--- src/rtl/arith_pkg.sv ---
// Shared definitions for the arithmetic block set: default operand width and
// the divider control-state encoding.
package arith_pkg;

    localparam int ARITH_WIDTH = 4;

    typedef enum logic [1:0] {
        S_IDLE = 2'd0,
        S_CALC = 2'd1,
        S_FIN  = 2'd2
    } div_state_e;

endpackage

--- src/rtl/addsub_nbit.sv ---
// N-bit ripple-carry adder/subtractor: sub_i=1 inverts b and injects a carry-in,
// so cout_o=1 on a subtraction means "no borrow" (a >= b).
module addsub_nbit
    import arith_pkg::*;
#(
    parameter int N = ARITH_WIDTH + 1
) (
    input  logic [N-1:0] a_i,
    input  logic [N-1:0] b_i,
    input  logic         sub_i,
    output logic [N-1:0] sum_o,
    output logic         cout_o
);

    logic [N-1:0] b_x_s;
    logic [N:0]   carry_s;

    // Ripple chain of full adders over the conditionally complemented operand.
    always_comb begin
        b_x_s      = b_i ^ {N{sub_i}};
        carry_s    = '0;
        sum_o      = '0;
        carry_s[0] = sub_i;
        for (int i = 0; i < N; i++) begin
            sum_o[i]       = a_i[i] ^ b_x_s[i] ^ carry_s[i];
            carry_s[i + 1] = (a_i[i] & b_x_s[i]) | (carry_s[i] & (a_i[i] ^ b_x_s[i]));
        end
        cout_o = carry_s[N];
    end

endmodule

--- src/rtl/seq_restoring_divider.sv ---
// Multi-cycle unsigned restoring divider: one quotient bit per clock with a
// start/done handshake; divide-by-zero finishes in a single cycle.
module seq_restoring_divider
    import arith_pkg::*;
#(
    parameter int WIDTH = ARITH_WIDTH
) (
    input  logic             clk,
    input  logic             rst,
    input  logic             start,
    input  logic [WIDTH-1:0] dividend,
    input  logic [WIDTH-1:0] divisor,
    output logic             busy,
    output logic             done,
    output logic [WIDTH-1:0] quotient,
    output logic [WIDTH-1:0] remainder,
    output logic             div_by_zero
);

    localparam int CW = $clog2(WIDTH + 1);
    localparam logic [CW-1:0] CNT_LOAD = CW'(WIDTH);
    localparam logic [CW-1:0] CNT_ONE  = CW'(1);

    div_state_e       state_q, state_d;
    logic [CW-1:0]    count_q, count_d;
    logic [WIDTH-1:0] prem_q,  prem_d;
    logic [WIDTH-1:0] qsh_q,   qsh_d;
    logic [WIDTH-1:0] dvs_q,   dvs_d;
    logic             busy_q,  busy_d;
    logic             done_q,  done_d;
    logic [WIDTH-1:0] quot_q,  quot_d;
    logic [WIDTH-1:0] rem_q,   rem_d;
    logic             dbz_q,   dbz_d;

    logic [WIDTH:0]   trial_a_s;
    logic [WIDTH:0]   trial_b_s;
    logic [WIDTH:0]   diff_s;
    logic             no_borrow_s;
    logic [WIDTH-1:0] step_rem_s;
    logic [WIDTH-1:0] step_q_s;
    logic             unused_s;

    assign trial_a_s = {prem_q, qsh_q[WIDTH-1]};
    assign trial_b_s = {1'b0, dvs_q};

    addsub_nbit #(
        .N (WIDTH + 1)
    ) u_trial_sub (
        .a_i    (trial_a_s),
        .b_i    (trial_b_s),
        .sub_i  (1'b1),
        .sum_o  (diff_s),
        .cout_o (no_borrow_s)
    );

    // When the trial subtraction fits, the top bits are zero by construction.
    assign unused_s = diff_s[WIDTH] ^ trial_a_s[WIDTH];

    // One restoring step: keep the difference or restore the shifted remainder.
    always_comb begin
        step_q_s = {qsh_q[WIDTH-2:0], no_borrow_s};
        if (no_borrow_s) begin
            step_rem_s = diff_s[WIDTH-1:0];
        end else begin
            step_rem_s = trial_a_s[WIDTH-1:0];
        end
    end

    // Control FSM next-state and registered-output next values.
    always_comb begin
        state_d = state_q;
        count_d = count_q;
        prem_d  = prem_q;
        qsh_d   = qsh_q;
        dvs_d   = dvs_q;
        busy_d  = busy_q;
        done_d  = 1'b0;
        quot_d  = quot_q;
        rem_d   = rem_q;
        dbz_d   = dbz_q;
        case (state_q)
            S_IDLE, S_FIN: begin
                if (start) begin
                    if (divisor != '0) begin
                        state_d = S_CALC;
                        count_d = CNT_LOAD;
                        prem_d  = '0;
                        qsh_d   = dividend;
                        dvs_d   = divisor;
                        busy_d  = 1'b1;
                        dbz_d   = 1'b0;
                    end else begin
                        state_d = S_FIN;
                        count_d = '0;
                        busy_d  = 1'b0;
                        done_d  = 1'b1;
                        dbz_d   = 1'b1;
                        quot_d  = '1;
                        rem_d   = dividend;
                    end
                end else begin
                    state_d = S_IDLE;
                    busy_d  = 1'b0;
                end
            end
            S_CALC: begin
                prem_d  = step_rem_s;
                qsh_d   = step_q_s;
                count_d = count_q - CNT_ONE;
                if (count_q == CNT_ONE) begin
                    state_d = S_FIN;
                    busy_d  = 1'b0;
                    done_d  = 1'b1;
                    quot_d  = step_q_s;
                    rem_d   = step_rem_s;
                end else begin
                    busy_d  = 1'b1;
                end
            end
            default: begin
                state_d = S_IDLE;
                count_d = '0;
                busy_d  = 1'b0;
            end
        endcase
    end

    // State, datapath and output registers; reset aborts any division in flight.
    always_ff @(posedge clk or posedge rst) begin
        if (rst) begin
            state_q <= S_IDLE;
            count_q <= '0;
            prem_q  <= '0;
            qsh_q   <= '0;
            dvs_q   <= '0;
            busy_q  <= 1'b0;
            done_q  <= 1'b0;
            quot_q  <= '0;
            rem_q   <= '0;
            dbz_q   <= 1'b0;
        end else begin
            state_q <= state_d;
            count_q <= count_d;
            prem_q  <= prem_d;
            qsh_q   <= qsh_d;
            dvs_q   <= dvs_d;
            busy_q  <= busy_d;
            done_q  <= done_d;
            quot_q  <= quot_d;
            rem_q   <= rem_d;
            dbz_q   <= dbz_d;
        end
    end

    assign busy        = busy_q;
    assign done        = done_q;
    assign quotient    = quot_q;
    assign remainder   = rem_q;
    assign div_by_zero = dbz_q;

endmodule

--- config.mk ---
export PLATFORM = sky130hd
export DESIGN_NAME = seq_restoring_divider
export DESIGN_NICKNAME = d
export VERILOG_FILES = /design/src/rtl/arith_pkg.sv /design/src/rtl/addsub_nbit.sv /design/src/rtl/seq_restoring_divider.sv
export SDC_FILE = /design/constraint.sdc
export NUM_CORES = 1
export LEC_CHECK = 0
export BUFFER_PORTS_ARGS = -buffer_cell sky130_fd_sc_hd__buf_4
export CAP_MARGIN = 20
export CORE_AREA = 4 4 43 73
export DETAILED_ROUTE_END_ITERATION = 6
export DIE_AREA = 0 0 47 77
export PLACE_DENSITY = 0.72
export SLEW_MARGIN = 15
export SYNTH_ARGS = -nofsm -noshare
export SYNTH_HDL_FRONTEND = slang
export SYNTH_SLANG_ARGS = --single-unit
--- constraint.sdc ---
create_clock -name clk -period 3.5 [get_ports clk]
set_input_delay 0.525 -clock clk [delete_from_list [all_inputs] [get_ports clk]]
set_output_delay 0.525 -clock clk [all_outputs]
set_load 0.02 [all_outputs]
# ---- Word level (Yosys, flattened, before mapping)
# Index checks and enable logic that the tools add are counted.
dict set report op_classes {
  addsub 1
  n_eq_ne 7
  n_mux 30
  bitwise_logic 24
  n_reduce_logical 8
}
# operator n
set ops {}
lappend ops {{$mux 4} 11}
lappend ops {{$pmux 4 s2} 4}
lappend ops {{$and 1x1->1} 9}
lappend ops {{$ne 2x2->1 const B} 4}
lappend ops {{$xor 1x1->1} 8}
lappend ops {{$mux 1} 6}
lappend ops {{$mux 2} 3}
lappend ops {{$mux 3} 2}
lappend ops {{$pmux 3 s2} 1}
lappend ops {{$reduce_and 3->1} 2}
lappend ops {{$not 4->5} 1}
lappend ops {{$or 1x1->1} 5}
lappend ops {{$pmux 1 s2} 2}
lappend ops {{$pmux 2 s2} 1}
lappend ops {{$reduce_and 4->1} 1}
lappend ops {{$reduce_bool 4->1} 1}
lappend ops {{$eq 3x1->1 const B} 1}
lappend ops {{$sub 3x1->3 const B} 1}
lappend ops {{$eq 2x1->1 const B} 1}
lappend ops {{$eq 2x2->1 const B} 1}
lappend ops {{$logic_not 2->1} 1}
lappend ops {{$reduce_and 2->1} 1}
lappend ops {{$reduce_bool 2->1} 1}
lappend ops {{$reduce_or 2->1} 1}
lappend ops {{$not 1->1} 1}
dict set report totals {
  ff_bits 28
  inputBits 11
  output_inout_bits 11
  wordCells 80
}

# ---- Depth between registers and ports, before layout
# Gate-level depths: netlist of run 1.
dict set report logic_depth {
  ltp_word 14
  mapped_depth 9
  depth_no_buf 9
}

# ---- Modules after synthesis
# Synthesis of run 1 repeated with hierarchy kept, for this count alone.
dict set report hier_totals {
  cells_unflattened 131
  hier_area_um2 1485.2
}
# mod instances cells_each area_each_um2 seq_area_each_um2
set modules_own_cells {}
lappend modules_own_cells {seq_restoring_divider 1 114 1316.3 700.7}
lappend modules_own_cells {addsub_nbit 1 17 168.9 0.0}

# ---- Least setup slack after synthesis of run 1
# Ideal clock, no wire load.
dict set report synth_path {
  path_kind {flip-flop to flip-flop}
  from {register qsh_q[3]}
  to {register rem_q[3], in the netlist remainder[3]}
  setup_time_ns 0.064
  arrival_ns 2.505
  required_time_ns 3.436
  slack_ns 0.931
  path_stages_with_launch 10
  n_path_buf 0
  period_less_slack_ns 2.569
  cell_sequence {dfrtp_1 > inv_1 > ha_1 > fa_1 > fa_1 > fa_1 > nand2b_1 > mux2_2 > o21ai_0 > mux2_4}
}
dict set report synth_via {
  elab_chain_cells 13
  elab_cells_between_ends 15
  classes_between {3 x mux; 12 x bitwise}
}
# item line_no
set synth_lines {}
lappend synth_lines {{start: declaration} seq_restoring_divider.sv:27} ;# logic [WIDTH-1:0] qsh_q, qsh_d;
lappend synth_lines {{start signal: assignment} seq_restoring_divider.sv:145} ;# qsh_q <= qsh_d;
lappend synth_lines {{$and 1x1->1 or $xor 1x1->1 (tied branches)} addsub_nbit.sv:26} ;# carry_s[i + 1] = (a_i[i] & b_x_s[i]) | (carry_s[i] & (a_i[i] ^ b_x_s[i]));
lappend synth_lines {{$or 1x1->1 *} addsub_nbit.sv:26}
lappend synth_lines {{$and 1x1->1 *} addsub_nbit.sv:26}
lappend synth_lines {{$or 1x1->1 *} addsub_nbit.sv:26}
lappend synth_lines {{$and 1x1->1 *} addsub_nbit.sv:26}
lappend synth_lines {{$or 1x1->1 *} addsub_nbit.sv:26}
lappend synth_lines {{$and 1x1->1} addsub_nbit.sv:26}
lappend synth_lines {{$or 1x1->1} addsub_nbit.sv:26}
lappend synth_lines {{$and 1x1->1} addsub_nbit.sv:26}
lappend synth_lines {{$or 1x1->1} addsub_nbit.sv:26}
lappend synth_lines {{$mux 4 *} seq_restoring_divider.sv:62} ;# if (no_borrow_s) begin
lappend synth_lines {{$mux 4 *} seq_restoring_divider.sv:110} ;# if (count_q == CNT_ONE) begin
lappend synth_lines {{$pmux 4 s2 *} seq_restoring_divider.sv:81} ;# case (state_q)
lappend synth_lines {{end signal: assignment} seq_restoring_divider.sv:150} ;# rem_q <= rem_d;
lappend synth_lines {{end: declaration} seq_restoring_divider.sv:32} ;# logic [WIDTH-1:0] rem_q, rem_d;
# Mark *: on every way between the ends. The rest lies on a longest branch, timed or not. The select of a mux whose other input is x is not followed.
# A chain may end at the register's enable or synchronous reset.

# ---- Worst setup path in the final report of run 1
# Same ends and word-level chain as after synthesis.

==> results of run 1 <==
==> Yosys cell counts <==
cell type   n
a211oi_1    3
a21oi_1     3
a31o_2      3
a31oi_1     4
and4bb_2    1
buf_2       3
buf_4       1
clkbuf_1    2
dfrtp_1    28
fa_1        3
ha_1        3
inv_1       8
inv_2       1
mux2_2      1
mux2_4      1
nand2_1    31
nand2b_1    3
nor2_1      7
nor2b_1     3
nor3b_1     3
nor4_2      1
o211ai_1    1
o21ai_0    11
o22ai_1     1
o22ai_2     1
o32ai_1     1
xnor2_1     1
==> final cells by class <==
type	count	area, sq um	area share, %
well taps	26	32.5	2.08
clock inverters	1	30.0	1.92
flip-flops and latches	28	701	44.8
repair buffers	22	185	11.8
clock buffers	3	41.3	2.64
inverters	9	33.8	2.16
multi-input cells	86	539	34.5
==> placed cells by master (no fill, tap or decap), drive strengths merged <==
cell	count
clkbuf	3
xnor2	1
nor2	7
nand2b	3
nor2b	3
a31o	3
o22ai	2
bufinv	1
buf	22
dfrtp	28
inv	8
mux2	2
o21ai	11
clkinv	1
nor3b	3
fa	3
nand2	31
a211oi	3
o211ai	1
a31oi	4
and4bb	1
ha	3
o32ai	1
a21oi	3
nor4	1
==> metal layers <==
| metal | GRT usage, % | vias to the layer above | part of all wire, % |
|---|---|---|---|
| met2 | 27.2 | 20 | 53 |
| met5 | 0 | - | 0 |
| li1 | - | 468 | - |
| met4 | 4.99 | 0 | 0.82 |
| met1 | 20.2 | 449 | 41 |
| met3 | 3.04 | 4 | 5.0 |
==> cell families after synthesis <==
kind of cell | count (synthesis) | share of synthesized area (%)
AOI/OAI and AO/OA | 28 | 13.7
xor gates and xnor gates | 1 | 0.672
adders and majority gates | 6 | 7.49
buffers and inverters | 15 | 4.89
DFF | 28 | 53.7
muxes | 2 | 2.01
and+or+nand+nor | 49 | 17.5
==> where the power goes <==
| part | switching, mW | total [mW] | leakage, nW | internal (mW) |
|---|---|---|---|---|
| logic | 0.439 | 0.792 | 0.387 | 0.353 |
| clock network | 0.104 | 0.257 | 0.0357 | 0.153 |
| registers | 0.111 | 0.598 | 0.338 | 0.486 |
| total | 0.654 | 1.65 | 0.761 | 0.993 |
==> how the worst max path moves through the flow <==
stage | from | endpoint | cells past startpoint
after global routing | qsh_q[3]$_DFFE_PP0P_ | remainder[3]$_DFFE_PP0P_ | 9
final | qsh_q[3]$_DFFE_PP0P_ | remainder[3]$_DFFE_PP0P_ | 9
after CTS | qsh_q[3]$_DFFE_PP0P_ | remainder[3]$_DFFE_PP0P_ | 9
after global placement | qsh_q[3]$_DFFE_PP0P_ | remainder[3]$_DFFE_PP0P_ | 9
after detailed placement | qsh_q[3]$_DFFE_PP0P_ | remainder[3]$_DFFE_PP0P_ | 9
after floorplan | qsh_q[3]$_DFFE_PP0P_ | remainder[3]$_DFFE_PP0P_ | 9
==> metrics by stage <==
| step | util, % | hold slack [ns] | instances | instance area [sq um] | setup slack [ns] |
|---|---|---|---|---|---|
| global placement | 58.0 | 0.463 | 170 | 1460 | 0.850 |
| CTS | 60.9 | 0.433 | 174 | 1540 | 0.723 |
| floorplan | - | 0.449 | 129 | 1300 | 0.931 |
| global route | 62.0 | 0.211 | 175 | 1560 | 0.548 |
| finish | 62.0 | 0.184 | 175 | 1560 | 0.709 |
| detailed placement | 58.0 | 0.471 | 170 | 1460 | 0.745 |
==> state kept, by name, indices dropped and copies added, names as in the netlist <==
| name | cells |
|---|---|
| busy | 1 |
| count_q | 3 |
| div_by_zero | 1 |
| done | 1 |
| dvs_q | 4 |
| prem_q | 4 |
| qsh_q | 4 |
| quotient | 4 |
| remainder | 4 |
| state_q | 2 |
==> out/results.txt, run 1 <==
Setup Crit Path Kind: reg2reg
post-synth top area cell: dfrtp_1
Reg2Reg Setup Slack: 0.71 ns
maximum clock rate: 0.358 GHz
mapped cell area: 1300 sq um
TritonCTS Buffers: 3
CORE AREA: 2520 sq um
Pwr Total: 1.65 mW
Top delay family on crit path: adder cells
Avg WL per Cell: 14.6 microns
min Tclk post-route: 2.79 ns
Area Overhead vs Synth: 19.9%
Required @ worst endpoint: 3.73 ns
number of hold buffers added after CTS: 0
number of global-route vias before repair: 979
Critical Path Source Type: flop
Gate Count Post-Synth: 129
fillcell total: 230
r2r worst-path depth: 9
Synth Warn #: 0
hpwl dp: 1940 microns
Max Transition Viols Final: 0
Reg clk slew, reported paths: 0.10 ns
Tot GR Track Use: 16.3%
Synth Register Bits: 28
Hold Path Class: in2async
Critical-path top delay cell: fa_1
CTS tree: yes
synth top area cells: dfrtp_1 54%, nand2_1 8.9%, fa_1 4.6%
worst path bufs/invs: 1
CP peak stage delay: 0.43 ns
syn_area_per_cell: 10.1 sq um
RR Endpoint: remainder[3]$_DFFE_PP0P_
H-tree levels: 1
vias per cell: 5.38
RSZ-0062 raised after global routing: false
largest net degree at the start of global routing: 29
Leak: 0.761 nW
drt pass-1 iters: 4
PortBufs: 21
die area: 3620 sq um
Worst-Margin Slew: 0.876 ns
pwr dens: 1050 nW/um^2
1st-iter DRT viols: 16
WP data arrival: 3.02 ns
GRT overflow: 0
Clock Sink Count: 28
Post-DRT Antenna Nets: 0
crit-path max FO: 5
# DRC: 0
capturing element type of the critical path: flop
Starting Density: 51.7%
IO Pins: 22
slew margin rel.: 41.6%
clock tree root driver cell: clkbuf_8
Final Net Count: 167
Final Skew: 0.0116 ns
die width: 47 microns
worst reg2reg path startpoint: qsh_q[3]$_DFFE_PP0P_
layout cells sized above 1: 23.5%
clk_lat worst skew: 0.28 ns
PostCTS Resize Cnt: 0
global-route wire length before repair: 4360 microns
worst path cell trace: inv_1, ha_1, fa_1, fa_1, fa_1, nand2b_1, mux2_2, o21ai_0, mux2_4
Final setup violation count: 0
floorplan row count: 24
synthesized net count: 146
GP Congestion: 0.768
VDD IR max: 0.000539 V
fin crit share: 79.8%
routed wire length: 2560 microns
sequential share of the synthesized area: 53.7%
CTS max path bufs: 2
final hold violation count: 0
die height: 77 microns
Yosys cell types: 27
initial antenna violation count: 0
Post-CTS Setup Bufs: 0
# diodes: 0
status: completed
Setup TNS: 0 ns
Crit path top cell by count: fa_1
max_cap viols: 0
top cell type's share of synthesized area: 53.7%
DR vias: 941
Power figures use the tool's default switching activity.
==> inputs of run 2 (changes only) <==
--- a/config.mk
+++ b/config.mk
@@ -5,12 +5,13 @@
 export SDC_FILE = /design/constraint.sdc
 export NUM_CORES = 1
 export LEC_CHECK = 0
+export ABC_AREA = 1
 export BUFFER_PORTS_ARGS = -buffer_cell sky130_fd_sc_hd__buf_4
 export CAP_MARGIN = 20
-export CORE_AREA = 4 4 43 73
+export CORE_AREA = 4 4 46 78
 export DETAILED_ROUTE_END_ITERATION = 6
-export DIE_AREA = 0 0 47 77
-export PLACE_DENSITY = 0.72
+export DIE_AREA = 0 0 50 82
+export PLACE_DENSITY = 0.71
 export SLEW_MARGIN = 15
 export SYNTH_ARGS = -nofsm -noshare
 export SYNTH_HDL_FRONTEND = slang
==> constraint.sdc (replaced) <==
create_clock -name clk -period 2.5 [get_ports clk]
set_input_delay 0.375 -clock clk [delete_from_list [all_inputs] [get_ports clk]]
set_output_delay 0.375 -clock clk [all_outputs]
set_load 0.02 [all_outputs]
==> run 2 against run 1 <==
Effect of this change:
- clock skew down 0.0090 ns
- core utilization down 5.4 points
- sequential power up 38%
- critical path type unchanged
- critical endpoint is now prem_q[3]$_DFFE_PP0P_
- largest power group unchanged
==> out/results.txt, run 2 <==
status: completed (unchanged)
DR vias: 1195 (was 941)
Post-DRT Antenna Nets: 0 (unchanged)
Synth Warn #: 0 (unchanged)
Pwr Total: 2.35 mW (was 1.65 mW)
synth top area cells: dfrtp_1 49%, nand2_1 16%, nand3_1 11% (was dfrtp_1 54%, nand2_1 8.9%, fa_1 4.6%)
VDD IR max: 0.000600 V (was 0.000539 V)
min Tclk post-route: 2.38 ns (was 2.79 ns)
Final Skew: 0.00265 ns (was 0.0116 ns)
number of flops mapped to enable cells by yosys: 0 (unchanged)
post-layout util: 56.6% (was 62.0%)
Reg2Reg Setup Slack: 0.12 ns (was 0.71 ns)
pwr dens: 1400 nW/um^2 (was 1050 nW/um^2)
CTS max path bufs: 2 (unchanged)
PortBufs: 21 (unchanged)
Critical Path Source Type: flop (unchanged)
fin crit share: 95.2% (was 79.8%)
Finished Layout Cells: 237 (was 175)
GRT overflow: 0 (unchanged)
Final Net Count: 214 (was 167)
Reg clk slew, reported paths: 0.09 ns (was 0.10 ns)
worst reg2reg path startpoint: qsh_q[3]$_DFFE_PP0P_ (unchanged)
Setup Crit Path Kind: reg2reg (unchanged)
CORE AREA: 2960 sq um (was 2520 sq um)
floorplan row count: 26 (was 24)
layout cells sized above 1: 17.4% (was 23.5%)
most frequent cells in the layout: 60 x nand2_1, 30 x nand3_1, 28 x dfrtp_1 (was 31 x nand2_1, 28 x dfrtp_1, 21 x buf_4)
Avg WL per Cell: 12.8 microns (was 14.6 microns)
Gate Count Post-Synth: 172 (was 129)
die area: 4100 sq um (was 3620 sq um)
drt pass-1 iters: 4 (unchanged)
number of global-route vias before repair: 1173 (was 979)
# DRC: 0 (unchanged)
Final setup violation count: 0 (unchanged)
max_cap viols: 0 (unchanged)
sequential share of the synthesized area: 49.2% (was 53.7%)
placed cells: 233 (was 170)
Leak: 0.920 nW (was 0.761 nW)
syn_area_per_cell: 8.28 sq um (was 10.1 sq um)
Max Transition Viols Final: 0 (unchanged)
Async S/R FF share, synth: 100% (unchanged)
commonest non-fill, non-tap cell in the layout: nand2_1 (unchanged)
initial antenna violation count: 0 (unchanged)
CTS tree: yes (unchanged)
clk_lat worst skew: 0.27 ns (was 0.28 ns)
most used flip-flop cell after synthesis: dfrtp_1 (unchanged)
r2r worst-path depth: 9 (unchanged)
RR Endpoint: prem_q[3]$_DFFE_PP0P_ (was remainder[3]$_DFFE_PP0P_)
Register Area: 701 sq um (unchanged)
global-route wire length before repair: 5110 microns (was 4360 microns)
die height: 82 microns (was 77 microns)
mapped cell area: 1420 sq um (was 1300 sq um)
capturing element type of the critical path: flop (unchanged)
TritonCTS Buffers: 3 (unchanged)
multi-input logic area: 624 sq um (was 539 sq um)
Clock Sink Count: 28 (unchanged)
maximum clock rate: 0.420 GHz (was 0.358 GHz)
Post-synth top cells: 61 x nand2_1, 30 x nand3_1, 28 x dfrtp_1 (was 31 x nand2_1, 28 x dfrtp_1, 11 x o21ai_0)
GP Congestion: 0.835 (was 0.768)
IO Pins: 22 (unchanged)
count leader, synth: nand2_1 (unchanged)
WP data arrival: 2.55 ns (was 3.02 ns)
fillcell total: 278 (was 230)
vias per cell: 5.04 (was 5.38)
Tot GR Track Use: 16.2% (was 16.3%)
Yosys cell types: 19 (was 27)
Hold Path Class: in2async (unchanged)
1st-iter DRT viols: 26 (was 16)
H-tree levels: 1 (unchanged)
# diodes: 0 (unchanged)
top cell type's share of synthesized area: 49.2% (was 53.7%)
Starting Density: 48.1% (was 51.7%)
Synth Register Bits: 28 (unchanged)
Worst-Margin Slew: 0.609 ns (was 0.876 ns)
synthesized net count: 189 (was 146)
die width: 50 microns (was 47 microns)
hpwl dp: 2250 microns (was 1940 microns)
largest net degree at the start of global routing: 29 (unchanged)
routed wire length: 3040 microns (was 2560 microns)
crit-path max FO: 3 (was 5)
post-synth top area cell: dfrtp_1 (unchanged)
number of hold buffers added after CTS: 0 (unchanged)
final hold violation count: 0 (unchanged)
slew margin rel.: 59.3% (was 41.6%)
Area Overhead vs Synth: 17.6% (was 19.9%)
clock tree root driver cell: clkbuf_8 (unchanged)
Required @ worst endpoint: 2.67 ns (was 3.73 ns)
## run 2: changes by cell type in the layout (fill, tap and decap cells not counted), sizes merged, moves of 4 or more
cell | previous run | this run
a31oi | 4 | 0
inv | 8 | 20
o21ai | 11 | 7
and2 | 0 | 4
nand2 | 31 | 62
nand3 | 0 | 32
## run 2: worst max-delay path by stage
stage / startpoint / to / cells past startpoint
after global placement: qsh_q[3]$_DFFE_PP0P_ / prem_q[3]$_DFFE_PP0P_ / 9
after global routing: qsh_q[3]$_DFFE_PP0P_ / prem_q[3]$_DFFE_PP0P_ / 9
after floorplan: qsh_q[3]$_DFFE_PP0P_ / prem_q[0]$_DFFE_PP0P_ / 9
after CTS: qsh_q[3]$_DFFE_PP0P_ / prem_q[1]$_DFFE_PP0P_ / 9
final: qsh_q[3]$_DFFE_PP0P_ / prem_q[3]$_DFFE_PP0P_ / 9
after detailed placement: qsh_q[3]$_DFFE_PP0P_ / prem_q[3]$_DFFE_PP0P_ / 9
## run 2: logic make-up after synthesis
| group | after synthesis | share of synthesized area [%] |
|---|---|---|
| DFF | 28 | 49.2 |
| and+or+nand+nor | 106 | 33.7 |
| AOI/OAI and AO/OA | 8 | 2.90 |
| adders and majority gates | 6 | 6.85 |
| buffers and inverters | 24 | 7.29 |
## run 2: cell type report
type	instances	share of cell area [%]
clock buffer	3	2.47
inverter	20	4.48
sequential	28	41.9
multi-input combinational	120	37.3
tap	42	3.14
timing repair buffer	24	10.8
## run 2: what timing repair did
item / CTS / global route
setup buffers: 0 / 1
endpoints found under the setup margin: 0 / 7
resized for setup: 0 / 2
## run 2: power breakdown
group          internal, mW  total [mW]  switching [mW]
Combinational         0.505        1.28           0.775
Clock                 0.108       0.247           0.139
Sequential            0.675       0.823           0.148
Total                  1.29        2.35            1.06
## run 2: metal layers
metal	global-route usage, %	share of wire, %	up-vias
met2	29.7	52	28
met4	5.82	1.9	0
met5	0	0	-
met3	2.54	3.7	7
met1	18.7	42	576
li1	-	-	584
## run 2: through the flow
stage	setup TNS, ns	area [sq um]	hold WS, ns	setup slack, ns
6_report	0	1670	0.161	0.120
5_1_grt	-0.0165	1670	0.210	-0.0131
4_1_cts	0	1660	0.177	0.107
3_5_place_dp	0	1620	0.474	0.135
3_3_place_gp	0	1620	0.464	0.209
2_1_floorplan	0	1420	0.440	0.301
## run 2: critical path, stage by stage (launching register included)
cell	delay (ns)
dfrtp_1	0.39
inv_1	0.05
ha_1	0.20
fa_1	0.38
fa_1	0.40
fa_2	0.53
inv_1	0.04
nand3_1	0.09
and2_0	0.14
nand2_1	0.06
==> inputs of run 3 (changes only) <==
--- a/config.mk
+++ b/config.mk
@@ -5,12 +5,11 @@
 export SDC_FILE = /design/constraint.sdc
 export NUM_CORES = 1
 export LEC_CHECK = 0
-export ABC_AREA = 1
 export BUFFER_PORTS_ARGS = -buffer_cell sky130_fd_sc_hd__buf_4
 export CAP_MARGIN = 20
-export CORE_AREA = 4 4 46 78
+export CORE_AREA = 4 4 44 76
 export DETAILED_ROUTE_END_ITERATION = 6
-export DIE_AREA = 0 0 50 82
+export DIE_AREA = 0 0 48 80
 export PLACE_DENSITY = 0.71
 export SLEW_MARGIN = 15
 export SYNTH_ARGS = -nofsm -noshare
==> run 3 against run 2 <==
Effect of this change:
- clock skew about the same
- combinational power about the same
- final area decreased by 4.1%
- die area decreased by 6.3%
- clock-buffer cell count increased by 1
- worst setup slack got worse by 0.072 ns
- hold slack got worse by 0.014 ns
- final cell count decreased by 24%
- sequential power increased by 1%
- global-route usage increased by 0.12 points
- critical endpoint is now remainder[3]$_DFFE_PP0P_
- largest cell class unchanged
- highest routed layer unchanged
==> out/results.txt, run 3 (synthesized netlist as in run 1, its figures left out) <==
final hold violation count: 0 (unchanged)
RSZ-0062 raised after global routing: true
Worst-Margin Slew: 0.670 ns (was 0.609 ns)
Max Transition Viols Final: 0 (unchanged)
routed wire length: 2680 microns (was 3040 microns)
RR Endpoint: remainder[3]$_DFFE_PP0P_ (was prem_q[3]$_DFFE_PP0P_)
global-route wire length before repair: 4470 microns (was 5110 microns)
CTS tree: yes (unchanged)
fillcell total: 244 (was 278)
IO Pins: 22 (unchanged)
floorplan row count: 25 (was 26)
DR vias: 989 (was 1195)
drt pass-1 iters: 4 (unchanged)
pwr dens: 1510 nW/um^2 (was 1400 nW/um^2)
PortBufs: 21 (unchanged)
Hold WS: 0.148 ns (was 0.161 ns)
Reg clk slew, reported paths: 0.09 ns (about the same)
Required @ worst endpoint: 2.73 ns (was 2.67 ns)
Pwr Total: 2.43 mW (was 2.35 mW)
Final Skew: 0.00280 ns (was 0.00265 ns)
1st-iter DRT viols: 23 (was 26)
Setup Crit Path Kind: reg2reg (unchanged)
CTS max path bufs: 2 (unchanged)
WP data arrival: 2.68 ns (was 2.55 ns)
# DRC: 0 (unchanged)
Post-DRT Antenna Nets: 0 (unchanged)
vias per cell: 5.46 (was 5.04)
max_cap viols: 0 (unchanged)
Hold Path Class: in2async (unchanged)
CORE AREA: 2690 sq um (was 2960 sq um)
fin crit share: 98.1% (was 95.2%)
Starting Density: 48.5% (was 48.1%)
maximum clock rate: 0.408 GHz (was 0.420 GHz)
die area: 3840 sq um (was 4100 sq um)
hpwl dp: 2020 microns (was 2250 microns)
Register Area: 701 sq um (unchanged)
Clock Sink Count: 28 (unchanged)
Leak: 0.780 nW (was 0.920 nW)
die width: 48 microns (was 50 microns)
Setup TNS: 0 ns (unchanged)
clock tree root driver cell: clkbuf_8 (unchanged)
largest net degree at the start of global routing: 29 (unchanged)
clk_lat worst skew: 0.28 ns (was 0.27 ns)
# diodes: 0 (unchanged)
multi-input logic area: 579 sq um (was 624 sq um)
status: completed (unchanged)
initial antenna violation count: 0 (unchanged)
min Tclk post-route: 2.45 ns (was 2.38 ns)
r2r worst-path depth: 9 (unchanged)
Reg2Reg Setup Slack: 0.05 ns (was 0.12 ns)
die height: 80 microns (was 82 microns)
number of global-route vias before repair: 1046 (was 1173)
layout cells sized above 1: 31.8% (was 17.4%)
slew margin rel.: 55.3% (was 59.3%)
Critical Path Source Type: flop (unchanged)
Area Overhead vs Synth: 23.1% (was 17.6%)
Final setup violation count: 0 (unchanged)
commonest non-fill, non-tap cell in the layout: nand2_1 (unchanged)
crit-path max FO: 4 (was 3)
GRT overflow: 0 (unchanged)
GP Congestion: 0.828 (was 0.835)
Final Net Count: 172 (was 214)
most frequent cells in the layout: 31 x nand2_1, 28 x dfrtp_1, 27 x buf_4 (was 60 x nand2_1, 30 x nand3_1, 28 x dfrtp_1)
VDD IR max: 0.000724 V (was 0.000600 V)
worst reg2reg path startpoint: qsh_q[3]$_DFFE_PP0P_ (unchanged)
Avg WL per Cell: 14.8 microns (was 12.8 microns)
Tot GR Track Use: 16.3% (was 16.2%)
capturing element type of the critical path: flop (unchanged)
H-tree levels: 1 (unchanged)
TritonCTS Buffers: 3 (unchanged)
run 3: repair_timing:
item,4_1_cts,5_1_grt
setup buffers,1,1
pin swaps,2,6
endpoints found under the setup margin,6,8
gates resized for setup,6,5
hold buffers,0,0
run 3: how the worst max path moves through the flow:
| stage | start | end | slack, ns | cells past startpoint |
|---|---|---|---|---|
| 4_1_cts | qsh_q[3]$_DFFE_PP0P_ | remainder[3]$_DFFE_PP0P_ | -0.05 | 9 |
| 2_1_floorplan | qsh_q[3]$_DFFE_PP0P_ | remainder[3]$_DFFE_PP0P_ | 0.02 | 9 |
| 6_report | qsh_q[3]$_DFFE_PP0P_ | remainder[3]$_DFFE_PP0P_ | 0.05 | 9 |
| 3_3_place_gp | qsh_q[3]$_DFFE_PP0P_ | remainder[3]$_DFFE_PP0P_ | 0.01 | 9 |
| 3_5_place_dp | dvs_q[0]$_DFFE_PP0P_ | remainder[3]$_DFFE_PP0P_ | -0.06 | 8 |
| 5_1_grt | qsh_q[3]$_DFFE_PP0P_ | remainder[3]$_DFFE_PP0P_ | -0.005 | 9 |
run 3: power by group:
group / internal, mW / switching, mW
Clock: 0.141 / 0.141
Sequential: 0.681 / 0.150
Combinational: 0.621 / 0.693
Total: 1.44 / 0.983
run 3: metrics by stage:
step / cells / utilization (%) / instance area, sq um / worst slack [ns]
final: 181 / 59.7 / 1610 / 0.0479
after global routing: 181 / 59.7 / 1610 / -0.00538
after CTS: 180 / 59.0 / 1590 / -0.0521
after detailed placement: 175 / 56.0 / 1510 / -0.0552
after global placement: 175 / 56.0 / 1510 / 0.0133
after floorplan: 129 / - / 1310 / 0.0203
run 3: per-layer routing:
layer / share of wire, % / vias to the layer above / track usage (%)
li1: - / 482 / -
met1: 38 / 468 / 17.6
met2: 53 / 28 / 26.8
met3: 5.1 / 11 / 2.71
met4: 4.2 / 0 / 11.3
met5: 0 / - / 0
run 3: worst max-delay path, cell delays in order (launching register included):
cell and delay (ns):
dfrtp_1 0.36, inv_1 0.06, ha_2 0.19, fa_2 0.39
fa_2 0.35, fa_2 0.39, nand2b_4 0.09, mux2_4 0.31
o21ai_2 0.10, mux2_4 0.15
run 3: area by class of cell:
cell class / instances / share of cell area [%]
sequential: 28 / 43.6
multi-input combinational: 86 / 36.1
timing repair buffer: 27 / 12.6
clock buffer: 4 / 3.43
inverter: 9 / 2.10
tap: 27 / 2.10
